<file path="src/rtl/tx_mailbox_scheduler_if.sv">
// Mailbox-side and transmitter-side signals of the CAN transmit scheduler.
// The scheduler connects through the slave modport. The master modport drives the mailboxes and transmitter.
interface tx_mailbox_scheduler_if #(
  parameter int NUM_MB = 4,
  parameter int ID_W   = 11
);
  logic                     enable;
  logic [NUM_MB-1:0]        mbReq;
  logic [NUM_MB*ID_W-1:0]   mbId;
  logic                     interframePeriod;
  logic                     bitTick;
  logic                     txDone;
  logic                     txError;
  logic                     txArbLost;
  logic                     txStart;
  logic [NUM_MB-1:0]        txGrant;
  logic [ID_W-1:0]          txId;
  logic [NUM_MB-1:0]        mbDone;
  logic [NUM_MB-1:0]        mbAbort;
  logic                     busy;
  logic [2:0]               schedState;

  modport master (
    output enable, mbReq, mbId, interframePeriod, bitTick, txDone, txError, txArbLost,
    input  txStart, txGrant, txId, mbDone, mbAbort, busy, schedState
  );

  modport slave (
    input  enable, mbReq, mbId, interframePeriod, bitTick, txDone, txError, txArbLost,
    output txStart, txGrant, txId, mbDone, mbAbort, busy, schedState
  );
endinterface

</file>
<file path="src/rtl/tx_mailbox_scheduler.sv">
// Shares one CAN bit transmitter between NUM_MB mailboxes. It launches the lowest-ID request at bus idle.
// It retires, retries or aborts that mailbox according to the transmitter outcome.
module tx_mailbox_scheduler #(
  parameter int NUM_MB    = 4,
  parameter int ID_W      = 11,
  parameter int MAX_RETRY = 8
) (
  input  logic                 clk,
  input  logic                 resetN,
  tx_mailbox_scheduler_if.slave bus
);

  localparam int             IDX_W       = $clog2(NUM_MB);
  localparam logic [3:0]     MAX_RETRY_C = 4'(MAX_RETRY);

  typedef enum logic [2:0] {
    S_IDLE     = 3'd0,
    S_WAIT_BUS = 3'd1,
    S_SELECT   = 3'd2,
    S_LAUNCH   = 3'd3,
    S_ACTIVE   = 3'd4,
    S_RELEASE  = 3'd5
  } state_t;

  state_t            state, state_nxt;

  logic              win_vld;
  logic [IDX_W-1:0]  win_idx;
  logic [ID_W-1:0]   win_id;
  logic [NUM_MB-1:0] win_onehot;

  logic [IDX_W-1:0]  grant_idx;
  logic [3:0]        retry [NUM_MB];
  logic [3:0]        retry_inc;
  logic              abort_hit;

  logic              tx_start_r;
  logic [NUM_MB-1:0] tx_grant_r;
  logic [ID_W-1:0]   tx_id_r;
  logic [NUM_MB-1:0] mb_done_r;
  logic [NUM_MB-1:0] mb_abort_r;

  // Strict less-than keeps the lower index when identifiers tie
  always_comb begin
    win_vld = 1'b0;
    win_idx = '0;
    win_id  = '0;
    for (int i = 0; i < NUM_MB; i++) begin
      if (bus.mbReq[i] && (!win_vld || (bus.mbId[i*ID_W +: ID_W] < win_id))) begin
        win_vld = 1'b1;
        win_idx = IDX_W'(i);
        win_id  = bus.mbId[i*ID_W +: ID_W];
      end
    end
  end

  always_comb begin
    win_onehot          = '0;
    win_onehot[win_idx] = 1'b1;
  end

  assign retry_inc = (retry[grant_idx] == 4'hF) ? 4'hF : retry[grant_idx] + 4'd1;
  assign abort_hit = (MAX_RETRY != 0) && (retry_inc == MAX_RETRY_C);

  always_ff @(posedge clk or negedge resetN) begin
    if (!resetN) begin
      state <= S_IDLE;
    end else begin
      state <= state_nxt;
    end
  end

  always_comb begin
    state_nxt = state;
    case (state)
      S_IDLE: begin
        if (bus.enable && (|bus.mbReq)) state_nxt = S_WAIT_BUS;
      end
      S_WAIT_BUS: begin
        if (!bus.enable || (bus.mbReq == '0))          state_nxt = S_IDLE;
        else if (bus.interframePeriod && bus.bitTick)  state_nxt = S_SELECT;
      end
      S_SELECT:  state_nxt = win_vld ? S_LAUNCH : S_IDLE;
      S_LAUNCH:  state_nxt = S_ACTIVE;
      S_ACTIVE: begin
        if (bus.txDone || bus.txError || bus.txArbLost) state_nxt = S_RELEASE;
      end
      S_RELEASE: state_nxt = S_IDLE;
      default:   state_nxt = S_IDLE;
    endcase
  end

  // Registered outputs and per-mailbox retry bookkeeping
  always_ff @(posedge clk or negedge resetN) begin
    if (!resetN) begin
      tx_start_r <= 1'b0;
      tx_grant_r <= '0;
      tx_id_r    <= '0;
      mb_done_r  <= '0;
      mb_abort_r <= '0;
      grant_idx  <= '0;
      for (int i = 0; i < NUM_MB; i++) retry[i] <= 4'd0;
    end else begin
      tx_start_r <= 1'b0;
      mb_done_r  <= '0;
      mb_abort_r <= '0;
      case (state)
        S_IDLE: begin
          for (int i = 0; i < NUM_MB; i++) begin
            if (!bus.mbReq[i]) retry[i] <= 4'd0;
          end
        end
        S_SELECT: begin
          if (win_vld) begin
            tx_grant_r <= win_onehot;
            tx_id_r    <= win_id;
            grant_idx  <= win_idx;
            tx_start_r <= 1'b1;
          end else begin
            tx_grant_r <= '0;
            tx_id_r    <= '0;
          end
        end
        S_ACTIVE: begin
          if (bus.txDone) begin
            mb_done_r[grant_idx] <= 1'b1;
            retry[grant_idx]     <= 4'd0;
          end else if (bus.txError) begin
            if (abort_hit) begin
              mb_abort_r[grant_idx] <= 1'b1;
              retry[grant_idx]      <= 4'd0;
            end else begin
              retry[grant_idx] <= retry_inc;
            end
          end
        end
        S_RELEASE: begin
          tx_grant_r <= '0;
          tx_id_r    <= '0;
        end
        default: ;
      endcase
    end
  end

  assign bus.txStart    = tx_start_r;
  assign bus.txGrant    = tx_grant_r;
  assign bus.txId       = tx_id_r;
  assign bus.mbDone     = mb_done_r;
  assign bus.mbAbort    = mb_abort_r;
  assign bus.busy       = (state != S_IDLE);
  assign bus.schedState = state;

endmodule

</file>
<file path="src/flat_wrapper.sv">
// flat-port wrapper written by rule: the top's interface ports become plain ports
module tx_mailbox_scheduler_flat 
#(
  parameter int NUM_MB    = 4,
  parameter int ID_W      = 11,
  parameter int MAX_RETRY = 8
)
  (clk, resetN, bus_enable, bus_mbReq, bus_mbId, bus_interframePeriod, bus_bitTick, bus_txDone, bus_txError, bus_txArbLost, bus_txStart, bus_txGrant, bus_txId, bus_mbDone, bus_mbAbort, bus_busy, bus_schedState);
  tx_mailbox_scheduler_if #(.NUM_MB(NUM_MB), .ID_W(ID_W)) bus_i ();
  input  logic clk;
  input  logic resetN;
  input wire logic [$bits(bus_i.enable)-1:0] bus_enable;
  input wire logic [$bits(bus_i.mbReq)-1:0] bus_mbReq;
  input wire logic [$bits(bus_i.mbId)-1:0] bus_mbId;
  input wire logic [$bits(bus_i.interframePeriod)-1:0] bus_interframePeriod;
  input wire logic [$bits(bus_i.bitTick)-1:0] bus_bitTick;
  input wire logic [$bits(bus_i.txDone)-1:0] bus_txDone;
  input wire logic [$bits(bus_i.txError)-1:0] bus_txError;
  input wire logic [$bits(bus_i.txArbLost)-1:0] bus_txArbLost;
  output wire logic [$bits(bus_i.txStart)-1:0] bus_txStart;
  output wire logic [$bits(bus_i.txGrant)-1:0] bus_txGrant;
  output wire logic [$bits(bus_i.txId)-1:0] bus_txId;
  output wire logic [$bits(bus_i.mbDone)-1:0] bus_mbDone;
  output wire logic [$bits(bus_i.mbAbort)-1:0] bus_mbAbort;
  output wire logic [$bits(bus_i.busy)-1:0] bus_busy;
  output wire logic [$bits(bus_i.schedState)-1:0] bus_schedState;
  assign bus_i.enable = bus_enable;
  assign bus_i.mbReq = bus_mbReq;
  assign bus_i.mbId = bus_mbId;
  assign bus_i.interframePeriod = bus_interframePeriod;
  assign bus_i.bitTick = bus_bitTick;
  assign bus_i.txDone = bus_txDone;
  assign bus_i.txError = bus_txError;
  assign bus_i.txArbLost = bus_txArbLost;
  assign bus_txStart = bus_i.txStart;
  assign bus_txGrant = bus_i.txGrant;
  assign bus_txId = bus_i.txId;
  assign bus_mbDone = bus_i.mbDone;
  assign bus_mbAbort = bus_i.mbAbort;
  assign bus_busy = bus_i.busy;
  assign bus_schedState = bus_i.schedState;
  tx_mailbox_scheduler #(.NUM_MB(NUM_MB), .ID_W(ID_W), .MAX_RETRY(MAX_RETRY)) u_core (.clk(clk), .resetN(resetN), .bus(bus_i));
endmodule
</file>
<file path="config.mk">
export PLATFORM = sky130hd
export DESIGN_NAME = tx_mailbox_scheduler_flat
export DESIGN_NICKNAME = d
export VERILOG_FILES = /design/src/rtl/tx_mailbox_scheduler_if.sv /design/src/rtl/tx_mailbox_scheduler.sv /design/src/flat_wrapper.sv
export SDC_FILE = /design/constraint.sdc
export NUM_CORES = 1
export LEC_CHECK = 0
export BUFFER_PORTS_ARGS = -buffer_cell sky130_fd_sc_hd__buf_2
export CORE_MARGIN = 2
export CORE_UTILIZATION = 45
export CTS_BUF_LIST = sky130_fd_sc_hd__clkbuf_4
export DETAILED_ROUTE_END_ITERATION = 7
export GPL_TIMING_DRIVEN = 0
export MAX_ROUTING_LAYER = met4
export PLACE_DENSITY = 0.68
export SKIP_LAST_GASP = 1
export SYNTH_ARGS = -nofsm -noshare
export SYNTH_HDL_FRONTEND = slang
export SYNTH_SLANG_ARGS = --single-unit
</file>
<file path="constraint.sdc">
create_clock -name clk -period 7 [get_ports clk]
set_clock_uncertainty 0.15 [all_clocks]
set_input_delay 1.05 -clock clk [delete_from_list [all_inputs] [get_ports clk]]
set_output_delay 1.05 -clock clk [all_outputs]
set_load 0.005 [all_outputs]
</file>
==> results.cfg, run 1 <==
[worst_setup_path]
reg2regPathDepth = 9
required_ps = 7110
start_kind = input port
path_max_fanout = 10
endpoint_kind = flop
critPathArrivalTime_ps = 6970
criticalPathCategory = in2reg

[synthesis]
yosys_most_used_dff = dfrtp_1
synth_top_area_share_pct = 34.8
synthesis.nets = 430
ys_seq_area_share_pct = 34.8
avgSynthCellArea_um2 = 9.44
syn-instance-count = 343
syn_area_um2 = 3240
yosysTopAreaCell = dfrtp_1
ys_warn_count = 0
yosysUniqueCellTypes = 58
synthTopCellsByArea = dfrtp_1 (35%), ha_1 (12%), a32oi_1 (5.4%), nand2_1 (4.5%), inv_1 (3.1%)
synth_edf_count = 0
synth-seq-cells = 45
ys_async_sr_fraction_pct = 100

[floorplanning]
fp.dieW_um = 88.8
start_util_pct = 47.2
core_um2 = 6870
die_h_um = 88.8
ios = 84
die_area_um2 = 7890
rows = 30

[layout]
nNetsFinal = 522
final_cell_count_no_fill = 532
fill_cells = 631
diodes = 0
area_growth_syn_to_layout_pct = 23.9
utilization_pct = 58.4
multiInputGateArea_um2 = 2060
drive_gt1_share_pct = 33.5
final_area_um2 = 4010
register_area_um2 = 1130

[drt]
dr.pass1.iters = 4
vias_per_cell = 5.81
wire_per_inst_um = 17.1
drt_iter0_markers = 143
drt_wl_total_um = 9090
drc_errors = 0
detail-route-antenna-nets = 0
vias = 3089

[global_route]
grt_first_pass_wirelength_um = 14100
grt_use_total_pct = 23.8
grt_max_degree = 46
grt_pass1_vias = 2906
antenna_found_initial = 0
grt_overflow = 0

[cts]
cts_buffers = 5
insertion_delay_ps = 360
tritoncts = yes
htreeDepth = 2
root_buffer = clkbuf_4
clk_pin_slew_worst_paths_ps = 130
cts_buffer_depth = 2
clock_sinks = 45
postCtsHoldBufs = 0

[placed_design]
routabilityCongestion = 0.863
dpl_cell_area_um2 = 3770
hpwlAfterDp_um = 6940
io_buffers = 82
place_inst = 521

[power]
ir_drop_mv = 0.0754
p_leak_uw = 0.00189
finalPower_uw = 989
power_density_nw_per_um2 = 246

[timing]
fin_crit_ps = 6870
fmaxAchievable_ghz = 0.146
slew-limit-headroom_pct = 34.3
slew_viol_final = 0
fin_crit_sh_pct = 98.1
hold_viol_final = 0
setup_viol = 0
tightest_slew_ps = 985

[run]
maxCapViolCount = 0

[worst_hold_path]
holdPathStages = 2
hold_class = reg2reg

[run_status]
status = finished, final reports clean
==> worst max-delay path: stages <==
cell and delay (ps):
buf_6 120, buf_6 170, buf_4 180, nand2_1 70, ha_1 320, nand4_1 140
o41a_1 490, a22o_1 220, clkbuf_4 220, a32oi_4 250, ha_4 260, a2111oi_4 390
a221oi_2 140, buf_4 170, nor4_4 350, a21oi_4 140, buf_6 180, mux2_4 330
ha_1 320, o21ai_0 100, o21ai_1 180, a21oi_1 110, a21oi_2 170, o2111ai_1 160
o211a_4 290, buf_6 150, a32oi_1 230, o21ai_2 70
==> cell families after synthesis <==
family,synth area share (%)
adder cells (fa/ha/maj),12.0
AND/OR/NAND/NOR,17.0
AO/OA/AOI/OAI,23.0
buffers and inverters,6.14
flip-flops,34.8
multiplexers,7.15
==> final cells by class <==
type	count	share of cell area, %
buffer	15	2.62
clock inverter	1	0.187
sequential	45	28.1
timing repair buffer	86	11.0
inverter	28	2.62
tap	96	2.99
multi-input combinational	254	51.2
clock buffer	7	1.31
==> timing repair <==
item | 4_1_cts | 5_1_grt
setup buffers | 0 | 4
cloned | 0 | 0
endpoints found under the setup margin | 17 | 17
gates resized for setup | 10 | 20
pin swaps | 3 | 6
==> registers in the layout (all words and copies together) (netlist names) <==
signal / count
u_core.retry: 16
u_core.bus.txId: 11
u_core.bus.txStart: 1
u_core.bus.txGrant: 4
u_core.bus.mbDone: 4
u_core.grant_idx: 2
u_core.bus.schedState: 3
u_core.bus.mbAbort: 4
==> final timing paths <==
| path | startpoint | end | slack [ps] |
|---|---|---|---|
| worst max-delay path | bus_mbReq[0] | u_core.bus.txId[6]$_DFFE_PN0P_ | 130 |
| worst min-delay path | u_core.bus.txGrant[1]$_DFFE_PN0P_ | u_core.bus.txGrant[1]$_DFFE_PN0P_ | 350 |
| worst max register to register | u_core.grant_idx[0]$_DFFE_PN0P_ | u_core.retry[2]$_DFFE_PN0P_ | 3880 |
| worst min register to register | u_core.bus.txGrant[1]$_DFFE_PN0P_ | u_core.bus.txGrant[1]$_DFFE_PN0P_ | 350 |
| max in group asynchronous | resetN | u_core.retry[12]$_DFFE_PN0P_ | 5410 |
| min in group asynchronous | resetN | u_core.retry[9]$_DFFE_PN0P_ | 690 |
==> cells in the mapped netlist, types with 6 or more instances <==
cell      number
dfrtp_1       45
nand2_1       39
ha_1          31
inv_1         27
a32oi_1       20
nor2_1        18
a21oi_1       11
clkbuf_1      11
o22ai_1       11
o21ai_0       10
o21ai_2       10
nor3_1         9
nand3_1        8
nand4_1        7
nor2b_1        6
==> placed cells by master, fill, tap and decap left out, types with 4 or more instances in the layout <==
| cell | synthesis | routed |
|---|---|---|
| nor2_1 | 18 | 17 |
| nand4_1 | 7 | 7 |
| ha_1 | 31 | 30 |
| buf_2 | 0 | 82 |
| o22ai_1 | 11 | 11 |
| buf_6 | 4 | 5 |
| clkbuf_4 | 0 | 8 |
| nor2b_1 | 6 | 6 |
| a21oi_1 | 11 | 10 |
| a31oi_1 | 5 | 5 |
| o21ai_1 | 5 | 7 |
| mux2_4 | 5 | 5 |
| inv_1 | 27 | 27 |
| clkbuf_1 | 11 | 7 |
| nand3_1 | 8 | 8 |
| nor3_1 | 9 | 9 |
| nand2b_1 | 5 | 5 |
| a32oi_1 | 20 | 17 |
| nand2_1 | 39 | 38 |
| o21ai_0 | 10 | 8 |
| buf_4 | 1 | 6 |
| o21ai_2 | 10 | 10 |
| mux4_2 | 4 | 4 |
| dfrtp_1 | 45 | 45 |
| mux2_2 | 5 | 5 |
==> report_power, final <==
| part | total (uW) | switching [uW] | internal [uW] |
|---|---|---|---|
| Clock | 134 | 86.3 | 47.5 |
| Sequential | 365 | 49.7 | 315 |
| Combinational | 490 | 278 | 212 |
| Total | 989 | 414 | 575 |
==> routing by layer <==
layer / share of wire [%] / GRT usage, %
met1: 47 / 32.8
met2: 46 / 36.4
met3: 4.8 / 3.26
met4: 1.7 / 7.16
met5: 0 / -
==> per-stage QoR <==
stage | TNS (ps) | worst slack, ps | hold slack (ps)
after floorplan | 0 | 48.4 | 300
after global placement | -14380 | -910 | 313
after detailed placement | -15310 | -969 | 327
after CTS | 0 | 6.83 | 356
after global routing | -140 | -33.2 | 382
final | 0 | 133 | 349
No activity file was read; power rests on OpenSTA's default activity.
==> inputs of run 2 (changes only) <==
Settings changed: PLACE_DENSITY 0.68 to 0.7.
==> results.cfg, run 2 (synthesis results as in run 1) <==
[run_status]
status = finished, final reports clean

[worst_setup_path]
required_ps = 7100
reg2regPathDepth = 9
start_kind = input port
criticalPathCategory = in2reg
reg2reg_from = u_core.grant_idx[0]$_DFFE_PN0P_
critPathArrivalTime_ps = 6860
endpoint_kind = flop
startpoint = bus_mbReq[0]
path_max_fanout = 10

[timing]
fin_crit_sh_pct = 96.5
slew_viol_final = 0
fin_crit_ps = 6750
slew-limit-headroom_pct = 33.4
setup_viol = 0
hold_viol_final = 0
fmaxAchievable_ghz = 0.148
tightest_slew_ps = 999

[power]
seq_power_share_pct = 37.6
p_clk_share_pct = 13.2
p_int_uw = 565
ir_drop_mv = 0.155
switchingPower_uw = 405
power_density_nw_per_um2 = 245
switching_share_pct = 41.8
p_leak_uw = 0.00187
combPwrFrac_pct = 49.2

[drt]
drt_wl_total_um = 8790
vias_per_cell = 5.78
vias = 3064
dr.pass1.iters = 4
wire_per_inst_um = 16.6
drc_errors = 0
drt_iter0_markers = 123
detail-route-antenna-nets = 0

[cts]
root_buffer = clkbuf_4
cts_buffers = 5
cts_buffer_depth = 2
tritoncts = yes
insertion_delay_ps = 370
htreeDepth = 2
clock_sinks = 45
clk_pin_slew_worst_paths_ps = 130
postCtsHoldBufs = 0

[global_route]
grt_use_total_pct = 23.6
grt_max_degree = 46
grt_pass1_vias = 3098
antenna_found_initial = 0
grt_first_pass_wirelength_um = 14100
grt_overflow = 0

[layout]
diodes = 0
final_common_cell = buf_2
final_cell_count_no_fill = 530
regMostFlops = u_core.retry
largest_reg_flops = 16
drive_gt1_share_pct = 32.5
final_area_um2 = 3960
area_growth_syn_to_layout_pct = 22.2
mostFrequentLayoutCells = buf_2 (82), dfrtp_1 (45), nand2_1 (39)
utilization_pct = 57.6
nNetsFinal = 520

[placed_design]
io_buffers = 82
dpl_cell_area_um2 = 3770
hpwlAfterDp_um = 6850
routabilityCongestion = 0.900
place_inst = 521

[floorplanning]
ios = 84
rows = 30
core_um2 = 6870
die_h_um = 88.8
fp.dieW_um = 88.8
start_util_pct = 47.2
die_area_um2 = 7890

[run]
maxCapViolCount = 0

[worst_hold_path]
hold_class = reg2reg
holdPathStages = 2
min_from = u_core.bus.txGrant[2]$_DFFE_PN0P_
## run 2: per-layer routing
metal  global-route usage (%)  wire length [um]
met2                     40.5              4490
met5                        -                 0
met3                     3.82               423
met4                     6.75               114
met1                     28.7              3760
## run 2: area by class of cell
cell class	instances	area [um^2]
clock inverter	3	22.5
buffer	15	105
timing repair buffer	84	425
multi-input combinational	254	2020
inverter	28	105
clock buffer	5	37.5
fill	631	2910
sequential	45	1130
tap	96	120
## run 2: worst paths after layout
kind / end / slack (ps)
max: u_core.bus.txId[9]$_DFFE_PN0P_ / 250
min: u_core.bus.txGrant[2]$_DFFE_PN0P_ / 350
max reg2reg: u_core.retry[2]$_DFFE_PN0P_ / 3790
min reg2reg: u_core.bus.txGrant[2]$_DFFE_PN0P_ / 350
max in group asynchronous: u_core.bus.txId[9]$_DFFE_PN0P_ / 5390
min in group asynchronous: u_core.retry[15]$_DFFE_PN0P_ / 660
## run 2: stage by stage
step / hold WS, ps / TNS [ps] / setup slack (ps) / total power [uW]
6_report: 348 / 0 / 246 / 970
3_3_place_gp: 311 / -13540 / -852 / 815
5_1_grt: 381 / -189 / -48.9 / 1040
3_5_place_dp: 322 / -14680 / -928 / 827
4_1_cts: 355 / 0 / 36.6 / 961
2_1_floorplan: 300 / 0 / 48.4 / 663
## run 2: power groups by stage
stage	combinational, uW	sequential (uW)	clock, uW
6_report	477	365	128
5_1_grt	530	372	141
4_1_cts	464	365	132
3_5_place_dp	456	371	0
3_3_place_gp	446	369	0
2_1_floorplan	301	363	0
## run 2: timing repair
| item | in CTS | in global routing |
|---|---|---|
| resized for setup | 10 | 14 |
| setup endpoints to repair | 17 | 17 |
| hold endpoints to repair | 0 | 0 |
| pin swaps | 0 | 1 |
| setup buffers | 0 | 2 |
## run 2: worst max-delay path: stages
cell and delay (ps):
buf_6 120, buf_6 160, buf_4 180, nand2_1 70, ha_1 310, nand4_1 140, o41a_1 440, a22o_1 270
buf_4 210, a32oi_4 220, ha_4 260, a2111oi_4 360, a221oi_2 150, or3_4 440, nor2_4 140, a21oi_4 50
buf_6 170, mux2_4 320, ha_1 310, o21ai_0 80, o21ai_1 180, a21oi_1 110, a21oi_2 150, o2111ai_1 160
o211a_4 310, buf_6 150, a32oi_1 220, o21ai_2 80
